==> config.mk <==
export PLATFORM = sky130hd
export DESIGN_NAME = ram_load_arbiter
export DESIGN_NICKNAME = d
export VERILOG_FILES = /design/src/rtl/ram_load_arbiter.sv
export SDC_FILE = /design/constraint.sdc
export NUM_CORES = 1
export LEC_CHECK = 0
export CORE_UTILIZATION = 44
export DETAILED_ROUTE_END_ITERATION = 16
export GPL_TIMING_DRIVEN = 1
export PLACE_DENSITY_LB_ADDON = 0.15
export SYNTH_ARGS = -nofsm -noshare
export SYNTH_HDL_FRONTEND = slang
export SYNTH_SLANG_ARGS = --single-unit
==> constraint.sdc <==
create_clock -name clk14 -period 3.5 [get_ports clk14]
set_input_delay 0.35 -clock clk14 [delete_from_list [all_inputs] [get_ports clk14]]
set_output_delay 0.35 -clock clk14 [all_outputs]
set_load 0.01 [all_outputs]
==> src/rtl/ram_load_arbiter.sv <==
// ram_load_arbiter
// Shares the Apple-1 main RAM between the 6502 CPU bus and the MiST
// binary-download (ioctl) stream. While a download runs, and for a settle
// period after it (and after system reset), the CPU is held in reset and
// the RAM port belongs to the downloader.
//
// Ports:
//   clk14, reset            clock and synchronous active-high reset
//   cpu_ce/addr/dout/we     CPU bus cycle toward the RAM
//   cpu_din, cpu_reset      read data and reset back to the CPU
//   dl_active/wr/addr/data  ioctl download stream
//   ram_addr/din/we         single-port synchronous RAM write/address side
//   ram_dout                RAM read data (one cycle after the address)
//   loading                 high while a download is being accepted
//   dl_count                bytes written in the current or last download
module ram_load_arbiter #(
  parameter logic [15:0] DL_BASE     = 16'h0000,
  parameter int          HOLD_CYCLES = 16
) (
  input  logic        clk14,
  input  logic        reset,
  input  logic        cpu_ce,
  input  logic [15:0] cpu_addr,
  input  logic [7:0]  cpu_dout,
  input  logic        cpu_we,
  output logic [7:0]  cpu_din,
  output logic        cpu_reset,
  input  logic        dl_active,
  input  logic        dl_wr,
  input  logic [15:0] dl_addr,
  input  logic [7:0]  dl_data,
  output logic [15:0] ram_addr,
  output logic [7:0]  ram_din,
  output logic        ram_we,
  input  logic [7:0]  ram_dout,
  output logic        loading,
  output logic [16:0] dl_count
);

  localparam logic [1:0] ST_IDLE = 2'd0;
  localparam logic [1:0] ST_LOAD = 2'd1;
  localparam logic [1:0] ST_HOLD = 2'd2;

  localparam int CNT_W = (HOLD_CYCLES > 1) ? $clog2(HOLD_CYCLES) : 1;
  localparam logic [CNT_W-1:0] HOLD_INIT = CNT_W'(HOLD_CYCLES - 1);
  localparam logic [16:0] COUNT_MAX = 17'h10000;

  logic [1:0]       state_q, state_d;
  logic [CNT_W-1:0] cnt_q, cnt_d;
  logic             buf_valid_q, buf_valid_d;
  logic [15:0]      buf_addr_q, buf_addr_d;
  logic [7:0]       buf_data_q, buf_data_d;
  logic [16:0]      count_q, count_d;

  logic capture;
  logic drain;

  assign capture = dl_wr & dl_active;
  // The buffered byte owns the RAM port whenever the block is not idle.
  assign drain   = buf_valid_q & (state_q != ST_IDLE);

  always_comb begin
    state_d     = state_q;
    cnt_d       = cnt_q;
    buf_valid_d = buf_valid_q;
    buf_addr_d  = buf_addr_q;
    buf_data_d  = buf_data_q;
    count_d     = count_q;

    // Capture has priority so a new strobe in the drain cycle is not lost.
    if (capture) begin
      buf_valid_d = 1'b1;
      buf_addr_d  = dl_addr + DL_BASE;
      buf_data_d  = dl_data;
    end else if (drain) begin
      buf_valid_d = 1'b0;
    end

    if (drain && (count_q != COUNT_MAX)) begin
      count_d = count_q + 17'd1;
    end

    case (state_q)
      ST_IDLE: begin
        if (dl_active) begin
          state_d = ST_LOAD;
          count_d = '0;
        end
      end
      ST_LOAD: begin
        // Wait for the last byte to leave the buffer before settling.
        if (!dl_active && !buf_valid_q) begin
          state_d = ST_HOLD;
          cnt_d   = HOLD_INIT;
        end
      end
      ST_HOLD: begin
        if (dl_active) begin
          state_d = ST_LOAD;
        end else if (cnt_q == '0) begin
          state_d = ST_IDLE;
        end else begin
          cnt_d = cnt_q - 1'b1;
        end
      end
      default: begin
        state_d = ST_HOLD;
        cnt_d   = HOLD_INIT;
      end
    endcase
  end

  always_ff @(posedge clk14) begin
    if (reset) begin
      state_q     <= ST_HOLD;
      cnt_q       <= HOLD_INIT;
      buf_valid_q <= 1'b0;
      buf_addr_q  <= '0;
      buf_data_q  <= '0;
      count_q     <= '0;
    end else begin
      state_q     <= state_d;
      cnt_q       <= cnt_d;
      buf_valid_q <= buf_valid_d;
      buf_addr_q  <= buf_addr_d;
      buf_data_q  <= buf_data_d;
      count_q     <= count_d;
    end
  end

  // RAM port mux. A byte pending when reset arrives is discarded, so the
  // download write is suppressed in that cycle.
  always_comb begin
    if (drain) begin
      ram_addr = buf_addr_q;
      ram_din  = buf_data_q;
      ram_we   = ~reset;
    end else if (state_q == ST_IDLE) begin
      ram_addr = cpu_addr;
      ram_din  = cpu_dout;
      ram_we   = cpu_ce & cpu_we;
    end else begin
      ram_addr = cpu_addr;
      ram_din  = cpu_dout;
      ram_we   = 1'b0;
    end
  end

  assign cpu_din   = ram_dout;
  assign cpu_reset = (state_q != ST_IDLE);
  assign loading   = (state_q == ST_LOAD);
  assign dl_count  = count_q;

endmodule

==> reports/results.ini <==
[sta]
slew_violations=0
slew_headroom_pct=40.9
worstMarginPinSlew_ns=0.886
finalCritPeriodShare_pct=74.0
layout_min_cycle_time_ns=2.59
finalSetupViolations=0
hold_violations=0
skew_ns=0.00764
fin_tns_setup_ns=0
fmax_ghz=0.386
rsz0062_at_grt=false

[power]
p_leak_uw=0.00134
p_per_area_mw_per_mm2=344
switchingPower_uw=287
irDropWorstVdd_uv=166
seqPwrFrac_pct=49.1
switching_share_pct=24.2
power_uw=1190
p_comb_share_pct=18.0
power.internal_uw=899
power_frac_clock_pct=33.0

[floorplanning]
chipHeight_um=75.8
start_util_pct=46.3
core_mm2=0.00517
num_rows=26
die_w_um=75.8
die_area_mm2=0.00575
io_pins=114

[synthesis]
ys_seq_area_share_pct=40.1
synthFlopType=dfxtp_1
synth_area_leaders=dfxtp_1, nand2_1, a21oi_1, buf_4, nor2_1
synth-xor-area-share_pct=4.02
syn_avg_cell_area_um2=7.20
synth_simple_gate_area_share_pct=33.6
ys_ff_latch=48
synth_cells=333
synth-compound-area-share_pct=13.4
yosysWarningCount=0
synth_top_family_by_area=simple AND/OR/NAND/NOR gates
yosys.area.top_type_share_pct=40.1
synth_cell_types=40
synth_fa_ha_area_share_pct=2.09
syn-num-nets=399
yosys-mux-area-fraction_pct=0
synth_top_cell_by_area=dfxtp_1
synth_edf_count=0
ys_async_sr_fraction_pct=0
netlist_area_mm2=0.00240

[clock_tree]
clk_pin_slew_ns=0.08
cts_hold_buf=0
cts_tree=yes
clkSinkCount=48
htreeDepth=2
cts-root-buf=clkbuf_8
ctsResizeCount=0
post_cts_buffers=0
cts_buffers=5
cts_max_path_buffers=2
insertion_delay_ns=0.30

[worst_setup_path]
crit_top_cell=nand2_1
path_cells=o21a_1 -> buf_4 -> nand2_1 -> nand2_1 -> clkdlybuf4s50_1
startpoint_type=flip-flop
worstSetupPathType=reg2out
cpMaxStageDelayCell=dfxtp_1
cp-end-kind=primary output
crit_required_ns=3.15
reg2regPathDepth=5
crit_arrival_ns=2.24
crit_fanout=16
slowest_delay_ns=0.54

[finish]
final_nets=479
nFillCells=450
syn2layout_area_growth_pct=43.8
layout-drive-gt1-share_pct=3.62
fin_util_pct=66.6
final_area_mm2=0.00345
num_antenna_cells=0
final-seq-area_um2=961
multiInputGateArea_mm2=0.00127
final_cells=484

[detailed_routing]
wirelength_um=6040
viasPerCell=5.09
vias=2465
final_antenna_net_count=0
drt-initial-drc-count=61
routedWlPerCell_um=12.5
drtPass1Iterations=4
drc=0

[placement]
dp_hpwl_um=4400
place_area_mm2=0.00334
place_congestion=0.768
portBuffers=97
placed_cells=476

[global_routing]
grt_usage_pct=22.0
first_global_vias=2251
grt_pass1_wl_um=9580
gr-total-overflow=0
grt_max_degree=32
antenna_found_initial=0

[run]
max_cap_violations=0

[worst_hold_path]
hold_depth=2
hold_path_class=reg2reg

[status]
status=completed

kinds of logic after synthesis:
logic type,after synthesis
buffers and inverters,33
DFF,48
and+or+nand+nor,180
AOI/OAI and AO/OA,57
adders and majority gates,4
xor gates and xnor gates,11
stage by stage:
step                setup WS [ns]  hold slack [ns]
floorplan                    1.89            0.437
global placement             1.27            0.442
detailed placement           1.23            0.448
CTS                         0.887            0.460
global route                0.714            0.475
finish                      0.910            0.456
metal layers:
| metal | vias to the layer above | share of wire, % | GRT usage, % |
|---|---|---|---|
| met5 | - | 0 | 0 |
| met2 | 77 | 50 | 40.5 |
| met3 | 9 | 5.0 | 5.16 |
| met4 | 0 | 1.1 | 7.61 |
| met1 | 1121 | 44 | 24.6 |
| li1 | 1258 | - | - |
cell type report:
class	count	area share (%)
flip-flops and latches	48	27.9
clock buffers	6	2.11
multi-input cells	252	37.0
repair buffers	100	28.8
clock inverters	2	1.02
well taps	70	2.54
inverters	6	0.653
worst paths after layout:
check	endpoint	start	slack [ns]
min	buf_addr_q[0]	buf_addr_q[0]	0.46
max	ram_addr[3]	state_q[0]	0.91
min reg2reg	buf_addr_q[0]	buf_addr_q[0]	0.46
max reg2reg	dl_count[16]	state_q[0]	1.41
state kept, by name (all words and copies together) (netlist names):
| register | cells |
|---|---|
| buf_addr_q | 16 |
| cnt_q | 4 |
| dl_count | 17 |
| buf_valid_q | 1 |
| state_q | 2 |
| buf_data_q | 8 |
worst max-delay path: cells and delay by family (launching register included):
kind	cells	cell delay (ns)
buf+inv	2	0.85
simple gates	2	0.14
flops	1	0.54
compound gates	1	0.41
power groups by stage:
| stage | Combinational (µW) | Clock [µW] | Sequential (µW) |
|---|---|---|---|
| 2_1_floorplan | 107 | 0 | 585 |
| 3_3_place_gp | 210 | 0 | 594 |
| 3_5_place_dp | 214 | 0 | 594 |
| 4_1_cts | 215 | 399 | 581 |
| 5_1_grt | 234 | 417 | 585 |
| 6_report | 213 | 391 | 582 |
cells in the mapped netlist, drive strengths merged (2+ instances only):
cell type / count
a21o: 2
ha: 4
nor2: 14
nand2: 125
xor2: 6
and4: 3
buf: 15
nor3b: 3
nor4b: 2
and3: 3
or3: 5
nand2b: 2
nor3: 3
nor4: 2
xnor2: 5
clkbuf: 12
a21oi: 35
nand3: 8
o21ai: 11
o31ai: 2
inv: 6
nand4: 5
dfxtp: 48
cells in the final DEF (no fill, tap or decap), types with 3 or more instances in the layout:
cell type	n
nand2_1	125
clkdlybuf4s50_1	97
dfxtp_1	48
a21oi_1	35
nor2_1	14
o21ai_0	10
nand3_1	7
inv_1	6
xor2_1	6
nand4_1	5
xnor2_1	5
clkbuf_8	5
ha_1	4
nor3b_1	3
nor3_1	3
and3_1	3
or3_1	3
buf_4	3
(Power assumes the default switching activity.)
